## src/rtl/divider_pkg.sv

```systemverilog
// Shared types and defaults for the sequential restoring divider.
package divider_pkg;

    localparam int unsigned DIV_WIDTH_DEFAULT = 4;

    typedef enum logic [1:0] {
        IDLE = 2'd0,
        RUN  = 2'd1,
        DONE = 2'd2
    } div_state_t;

endpackage

```

## src/rtl/full_adder.sv

```systemverilog
// One-bit full adder cell shared by the arithmetic unit datapaths.
module FullAdder (
    input  logic a,
    input  logic b,
    input  logic cin,
    output logic sum,
    output logic cout
);

    assign sum  = a ^ b ^ cin;
    assign cout = (a & b) | (cin & (a ^ b));

endmodule

```

## src/rtl/ripple_subtractor.sv

```systemverilog
// N-bit ripple subtractor a - b: two's complement add with b inverted and carry-in 1.
module ripple_subtractor #(
    parameter int unsigned N = 5
) (
    input  logic [N-1:0] a,
    input  logic [N-1:0] b,
    output logic [N-1:0] diff,
    output logic         no_borrow
);

    logic [N:0] carry;

    assign carry[0] = 1'b1;

    for (genvar i = 0; i < N; i++) begin : g_bit
        FullAdder u_fa (
            .a    (a[i]),
            .b    (~b[i]),
            .cin  (carry[i]),
            .sum  (diff[i]),
            .cout (carry[i+1])
        );
    end

    // Carry out of the top bit set means a >= b.
    assign no_borrow = carry[N];

endmodule

```

## src/rtl/seq_restoring_divider.sv

```systemverilog
// Multi-cycle unsigned restoring divider, one quotient bit per clock,
// behind a start/ready/done handshake.
module seq_restoring_divider
    import divider_pkg::*;
#(
    parameter int unsigned WIDTH = DIV_WIDTH_DEFAULT
) (
    input  logic             clk,
    input  logic             reset,
    input  logic             start,
    input  logic [WIDTH-1:0] dividend,
    input  logic [WIDTH-1:0] divisor,
    output logic             ready,
    output logic             done,
    output logic [WIDTH-1:0] quotient,
    output logic [WIDTH-1:0] remainder,
    output logic             div_by_zero
);

    localparam int unsigned RW = WIDTH + 1;
    localparam int unsigned CW = $clog2(WIDTH) + 1;

    div_state_t state, state_nxt;

    logic [WIDTH-1:0] q;
    logic [RW-1:0]    r;
    logic [RW-1:0]    d;
    logic [CW-1:0]    cnt;

    logic [RW-1:0]    r_shift_c;
    logic [RW-1:0]    diff_c;
    logic             no_borrow_c;
    logic [WIDTH-1:0] q_nxt_c;
    logic [RW-1:0]    r_nxt_c;
    logic             last_c;
    logic             unused_r_msb;

    // Partial remainder never exceeds the divisor, so its top bit is shifted out unused.
    assign unused_r_msb = r[WIDTH];

    assign r_shift_c = {r[WIDTH-1:0], q[WIDTH-1]};
    assign q_nxt_c   = {q[WIDTH-2:0], no_borrow_c};
    assign r_nxt_c   = no_borrow_c ? diff_c : r_shift_c;
    assign last_c    = (cnt == CW'(WIDTH - 1));

    ripple_subtractor #(
        .N (RW)
    ) u_sub (
        .a         (r_shift_c),
        .b         (d),
        .diff      (diff_c),
        .no_borrow (no_borrow_c)
    );

    // State register.
    always_ff @(posedge clk) begin
        if (reset) begin
            state <= IDLE;
        end else begin
            state <= state_nxt;
        end
    end

    // Next-state logic.
    always_comb begin
        state_nxt = state;
        case (state)
            IDLE: begin
                if (start) begin
                    state_nxt = (divisor == '0) ? DONE : RUN;
                end
            end
            RUN: begin
                if (last_c) begin
                    state_nxt = DONE;
                end
            end
            DONE:    state_nxt = IDLE;
            default: state_nxt = IDLE;
        endcase
    end

    // Datapath, counter and registered outputs.
    always_ff @(posedge clk) begin
        if (reset) begin
            q           <= '0;
            r           <= '0;
            d           <= '0;
            cnt         <= '0;
            quotient    <= '0;
            remainder   <= '0;
            div_by_zero <= 1'b0;
            ready       <= 1'b1;
            done        <= 1'b0;
        end else begin
            ready <= (state_nxt == IDLE);
            done  <= (state_nxt == DONE);
            case (state)
                IDLE: begin
                    if (start) begin
                        if (divisor == '0) begin
                            quotient    <= '1;
                            remainder   <= dividend;
                            div_by_zero <= 1'b1;
                        end else begin
                            q   <= dividend;
                            r   <= '0;
                            d   <= RW'(divisor);
                            cnt <= '0;
                        end
                    end
                end
                RUN: begin
                    q   <= q_nxt_c;
                    r   <= r_nxt_c;
                    cnt <= cnt + CW'(1);
                    if (last_c) begin
                        quotient    <= q_nxt_c;
                        remainder   <= r_nxt_c[WIDTH-1:0];
                        div_by_zero <= 1'b0;
                    end
                end
                default: ;
            endcase
        end
    end

endmodule

```

## config.mk

```make
export PLATFORM = sky130hd
export DESIGN_NAME = seq_restoring_divider
export DESIGN_NICKNAME = d
export VERILOG_FILES = /design/src/rtl/divider_pkg.sv /design/src/rtl/full_adder.sv /design/src/rtl/ripple_subtractor.sv /design/src/rtl/seq_restoring_divider.sv
export SDC_FILE = /design/constraint.sdc
export NUM_CORES = 1
export LEC_CHECK = 0
export CAP_MARGIN = 20
export CORE_ASPECT_RATIO = 1.1
export CORE_MARGIN = 1
export CORE_UTILIZATION = 35
export CTS_CLUSTER_SIZE = 30
export DETAILED_ROUTE_END_ITERATION = 7
export MAX_ROUTING_LAYER = met4
export PLACE_DENSITY = 0.56
export SETUP_SLACK_MARGIN = 0.02
export SLEW_MARGIN = 20
export SYNTH_ARGS = -nofsm -noshare
export SYNTH_HDL_FRONTEND = slang
export SYNTH_SLANG_ARGS = --single-unit
```

## constraint.sdc

```tcl
create_clock -name clk -period 6.66 [get_ports clk]
set_clock_uncertainty 0.05 [all_clocks]
set_input_delay 0.666 -clock clk [delete_from_list [all_inputs] [get_ports clk]]
set_output_delay 0.666 -clock clk [all_outputs]
set_load 0.01 [all_outputs]
```

==> metrics.yaml, run 1 <==
max_stage_delay_ns: 0.47
reg2reg_to: "remainder[0]"
hold_buffers: 0
max_freq_ghz: 0.356
grt_pass1_wl_um: 5470
drtAntennaViolNets: 0
drive_above_1_share_pct: 8.39
combPwrFrac_pct: 19.1
layout.nets: 174
critPathMaxFanout: 5
syn-num-nets: 160
holdPathEnd: "d[0]"
cpMaxStageDelayCell: "fa_1"
finalCritPeriodShare_pct: 42.1
pwr-share-seq_pct: 54.3
drc: 0
ys_warn_count: 0
rsz0062_at_grt: "no"
relSlewSlack_pct: 38.9
reg2reg_slack_ns: 3.85
post-cts-setup-buffers: 0
cts_root_buffer: "clkbuf_8"
criticalPathCategory: "register to register"
crit_path_end_kind: "register"
setup_viol: 0
vias: 1163
place_hpwl_um: 2220
power_frac_clock_pct: 26.7
grt_pass1_vias: 1137
worstPathArrival_ns: 2.94
placed_area_um2: 1600
p_sw_uw: 94.4
wl_met1_um: 1580
cp-start-kind: "register"
highest_layer: "met4"
core_um2: 3710
start_util_pct: 37.5
finalHoldViolCount: 0
ff2ff_path_depth: 8
tightestPinTransition_ns: 0.916
layout_setup_ws_ns: 3.85
cts_resized: 0
register_area_um2: 561
fillers: 353
wl_met3_um: 115
power_density_nw_per_um2: 208
critical_path.top_delay_family: "adder cells"
cpMostUsedCell: "fa_1"
cts_num_sinks: 28
wl_per_cell_um: 16.0
post-place-ws_ns: 3.86
clkLatencyLatePin_ns: 0.27
finalPower_uw: 340
min_path_cells: 2
internal-power_uw: 246
grt_max_degree: 27
final_cells: 205
irDropWorstVdd_mv: 0.0902
final_common_cell: "dfxtp_1"
required_ns: 6.80
synth.distinct_cells: 33
wl_met2_um: 1550
place_inst: 202
grt.total_usage_pct: 16.9
drv_cap: 0
grt_overflow: 0
h-tree-depth: 1
slew_viol_final: 0
gp_congestion: 0.760
die_height_um: 68.2
seq_area_frac_synth_pct: 40.2
fin_hold_ws_ns: 0.445
viasPerCell: 5.67
hold_path_class: "register to register"
crit_buf_inv: 1
rows: 23
r2r_start: "q[3]"
switching_share_pct: 27.7
cts_buffers: 3
drtPass1Iterations: 5
fin_area_um2: 1640
antenna_cells: 0
port_buffers: 21
clk_pin_slew_ns: 0.09
mostFrequentLayoutCells: "dfxtp_1, clkdlybuf4s50_1, a211oi_1, a21oi_1"
path_cells: "inv_1 -> ha_1 -> fa_1 -> fa_1 -> fa_1 -> nor3b_1 -> a211o_1 -> a311oi_2"
setup_tns_ns: 0
min_from: "d[0]"
synthesis.area_um2: 1390
finalCriticalPeriod_ns: 2.81
outcome: "complete, no violations"
area_growth_syn_to_layout_pct: 17.3
total_leakage_power_nw: 0.550
fin_util_pct: 44.1
wl_um: 3280
drtIter0Drc: 53
ioPinCount: 22
antenna_found_initial: 0
synthCells: 143
synth.ff_latch_count: 28
avgSynthCellArea_um2: 9.75
die_width_um: 62.2
cts_buffer_depth: 2
multi_input_area_um2: 736
cts_tree: "done"
dieArea_um2: 4240
cell usage after synthesis:
master | number | area [µm²]
a211o_1 | 4 | 35.0
nor3b_1 | 4 | 30.0
nor3b_2 | 1 | 12.5
o21ai_0 | 5 | 25.0
nand2_1 | 4 | 15.0
fa_1 | 3 | 60.1
o31ai_1 | 4 | 30.0
nand3_1 | 4 | 20.0
inv_1 | 6 | 22.5
buf_4 | 2 | 15.0
ha_1 | 3 | 37.5
nor2b_1 | 1 | 6.26
or4_1 | 1 | 7.51
a2bb2oi_1 | 1 | 8.76
o32a_1 | 1 | 10.0
nand2b_1 | 3 | 18.8
buf_6 | 2 | 22.5
clkbuf_1 | 5 | 18.8
o211ai_1 | 7 | 52.6
a311oi_2 | 4 | 60.1
dfxtp_1 | 28 | 561
a311oi_1 | 4 | 35.0
nor2_1 | 7 | 26.3
nor4_4 | 1 | 21.3
buf_2 | 3 | 15.0
a21oi_1 | 11 | 55.1
or2_2 | 2 | 12.5
and3b_1 | 1 | 8.76
and2_1 | 2 | 12.5
buf_1 | 1 | 3.75
a21o_1 | 1 | 7.51
a211oi_1 | 12 | 90.1
nand3b_1 | 5 | 37.5
area by class of cell:
class                   instances  share of cell area (%)
well taps                      50                    3.83
multi-input cells              96                    45.0
inverters                       6                    1.38
repair buffers                 22                    13.0
clock buffers                   3                    2.52
flip-flops and latches         28                    34.3
metal layers:
layer  GRT usage, %  up-vias
met5              -        -
met4           5.52        0
met3           2.83        4
met2           27.1       24
met1           22.0      569
li1               -      566
sequential cells by signal, summed over array words and instances, names as in the netlist:
register / flops
cnt: 3
d: 4
div_by_zero: 1
done: 1
q: 4
quotient: 4
r: 4
ready: 1
remainder: 4
state: 2
worst register-to-register path, cell delays in order, from the launching register on:
cell,delay (ns)
dfxtp_1,0.36
inv_1,0.05
ha_1,0.20
fa_1,0.43
fa_1,0.43
fa_1,0.47
nor3b_1,0.17
a211o_1,0.31
a311oi_2,0.26
cell families (layout without fill, tap and decap cells):
logic type | after synthesis | count (layout) | synth area share, %
fa+ha+maj | 6 | 6 | 7.00
simple gates | 36 | 36 | 16.4
compound gates | 54 | 54 | 29.4
buf+inv | 19 | 31 | 7.00
flops | 28 | 28 | 40.2
power by group through the flow:
stage          Clock [mW]  Sequential, mW  Combinational, mW
6_report           0.0907           0.185             0.0649
5_1_grt             0.101           0.186             0.0720
4_1_cts            0.0954           0.184             0.0651
3_5_place_dp            0           0.188             0.0647
3_3_place_gp            0           0.188             0.0636
2_1_floorplan           0           0.186             0.0448
worst max-delay path by stage:
| stage | start | end | cells after the start |
|---|---|---|---|
| 2_1_floorplan | q[3] | remainder[0] | 8 |
| 3_3_place_gp | q[3] | remainder[3] | 8 |
| 3_5_place_dp | q[3] | remainder[0] | 8 |
| 4_1_cts | q[3] | remainder[3] | 8 |
| 5_1_grt | q[3] | remainder[3] | 8 |
| 6_report | q[3] | remainder[0] | 8 |
No activity file was read; power rests on OpenSTA's default activity.
==> inputs of run 2 (changes only) <==
- clock period: 6.66 -> 2.6 ns (I/O delays scaled with it)
==> run 2 against run 1 <==
Against the previous run:
- critical path depth stayed put
- global-route usage decreased by 0.081 points
- maximum frequency rose by 14%
- critical path type unchanged
- critical endpoint is now remainder[2]
==> metrics.yaml, run 2 (synthesized netlist as in run 1, its figures left out) <==
cpMaxStageDelayCell: "fa_2"
path_cells: "inv_1 -> ha_2 -> fa_2 -> fa_2 -> fa_2 -> nor3b_1 -> a211o_1 -> a311oi_2"
drive_above_1_share_pct: 15.3  # +7.0 points
cts_tree: "done"
r2r_start: "q[3]"
min_from: "d[0]"
min_path_cells: 2  # unchanged
grt_pass1_wl_um: 5360  # -2.0%
antenna_cells: 0  # unchanged
h-tree-depth: 1  # unchanged
core_um2: 3710  # unchanged
ff2ff_path_depth: 8  # unchanged
placed_area_um2: 1650  # +3.0%
drtAntennaViolNets: 0  # unchanged
rows: 23  # unchanged
clk_pin_slew_ns: 0.10  # about the same
holdPathEnd: "d[0]"
drtIter0Drc: 52  # -1.9%
hold_path_class: "register to register"
setup_viol: 0  # unchanged
clkLatencyLatePin_ns: 0.27  # about the same
place_hpwl_um: 2330  # +4.9%
fin_hold_ws_ns: 0.445  # +0.000442 ns
cpMostUsedCell: "fa_2"
irDropWorstVdd_mv: 0.190  # +110%
antenna_found_initial: 0  # unchanged
hold_buffers: 0  # unchanged
port_buffers: 21  # unchanged
power_density_nw_per_um2: 575  # +180%
grt_pass1_vias: 1083  # -4.7%
layout.nets: 181  # +4.0%
tightestPinTransition_ns: 0.624  # -0.293 ns
cts_root_buffer: "clkbuf_8"
finalCriticalPeriod_ns: 2.46  # -0.347 ns
cp-start-kind: "register"
reg2reg_slack_ns: 0.14  # -3.71 ns
slew_viol_final: 0  # unchanged
viasPerCell: 5.38  # -5.2%
cts_buffer_depth: 2  # unchanged
critPathMaxFanout: 5  # unchanged
grt_overflow: 0  # unchanged
worstPathArrival_ns: 2.61  # -0.33 ns
required_ns: 2.75  # -4.05 ns
total_leakage_power_nw: 0.593  # +7.9%
drv_cap: 0  # unchanged
start_util_pct: 37.5  # unchanged
gp_congestion: 0.781  # +2.8%
place_inst: 208  # +3.0%
fin_util_pct: 46.7  # +2.7 points
relSlewSlack_pct: 58.4  # +20 points
die_width_um: 62.2  # unchanged
area_growth_syn_to_layout_pct: 24.4
grt.total_usage_pct: 16.9  # -0.081 points
drc: 0  # unchanged
fin_area_um2: 1730  # +6.0%
rsz0062_at_grt: "no"
final_common_cell: "dfxtp_1"
grt_max_degree: 18  # -33%
final_cells: 213  # +3.9%
max_stage_delay_ns: 0.39  # -0.08 ns
dieArea_um2: 4240  # unchanged
die_height_um: 68.2  # unchanged
finalCritPeriodShare_pct: 94.6  # +52 points
crit_path_end_kind: "register"
mostFrequentLayoutCells: "dfxtp_1, clkdlybuf4s50_1, a211oi_1, a21oi_1, buf_4"
ioPinCount: 22  # unchanged
cts_num_sinks: 28  # unchanged
cts_buffers: 3  # unchanged
reg2reg_to: "remainder[2]"
wl_um: 3210  # -2.3%
vias: 1146  # -1.5%
max_freq_ghz: 0.407  # +14%
drtPass1Iterations: 3  # -2
finalHoldViolCount: 0  # unchanged
outcome: "complete, no violations"
wl_per_cell_um: 15.0  # -5.9%
criticalPathCategory: "register to register"
[run 2: changes by cell type in the layout (fill, tap and decap cells not counted)]
cell,change
ha_1,-1
bufinv_16,+1
buf_2,-1
dfxtp_1,-1
clkdlybuf4s50_1,+1
ha_2,+1
buf_4,+7
fa_1,-3
fa_2,+3
dfxtp_2,+1
[run 2: metrics by stage]
| step | power (mW) | setup WS (ns) | TNS (ns) |
|---|---|---|---|
| 2_1_floorplan | 0.593 | 0.0424 | 0 |
| 3_3_place_gp | 0.654 | -0.0337 | -0.0589 |
| 3_5_place_dp | 0.658 | -0.0728 | -0.204 |
| 4_1_cts | 0.998 | 0.0472 | 0 |
| 5_1_grt | 1.04 | 0.0419 | 0 |
| 6_report | 0.997 | 0.141 | 0 |
[run 2: area by class of cell]
type / instances / area, µm²
Fill cell: 363 / 1980
Multi-Input combinational cell: 96 / 746
Sequential cell: 28 / 562
Timing Repair Buffer: 29 / 270
Tap cell: 50 / 62.6
Clock buffer: 3 / 41.3
Clock inverter: 1 / 30.0
Inverter: 6 / 22.5
[run 2: worst max-delay path by stage]
stage / start / endpoint / slack [ns]
2_1_floorplan: q[3] / remainder[0] / 0.04
3_3_place_gp: q[3] / remainder[0] / -0.03
3_5_place_dp: q[3] / remainder[0] / -0.07
4_1_cts: q[3] / remainder[3] / 0.05
5_1_grt: q[3] / remainder[0] / 0.04
6_report: q[3] / remainder[2] / 0.14
[run 2: per-layer routing]
layer | global-route usage [%] | vias to the layer above | share of wire (%)
li1 | - | 581 | -
met2 | 26.4 | 15 | 46
met4 | 7.27 | 0 | 0.84
met1 | 21.8 | 548 | 51
met5 | - | - | 0
met3 | 2.67 | 2 | 2.7
[run 2: repair_timing]
item | 4_1_cts | 5_1_grt
endpoints found under the setup margin | 5 | 5
buffers inserted | 0 | 1
pin swaps | 2 | 7
resized for setup | 2 | 2
[run 2: where the power goes]
part,total [mW],internal (mW),switching [mW]
Combinational,0.179,0.0861,0.0931
Sequential,0.473,0.453,0.0202
Clock,0.345,0.206,0.138
[run 2: critical path: cells and delay by family (launching register included)]
family          cells  cell delay [ns]
compound gates      2             0.55
fa+ha+maj           4             1.23
buf+inv             1             0.04
flops               1             0.34
simple gates        1             0.15
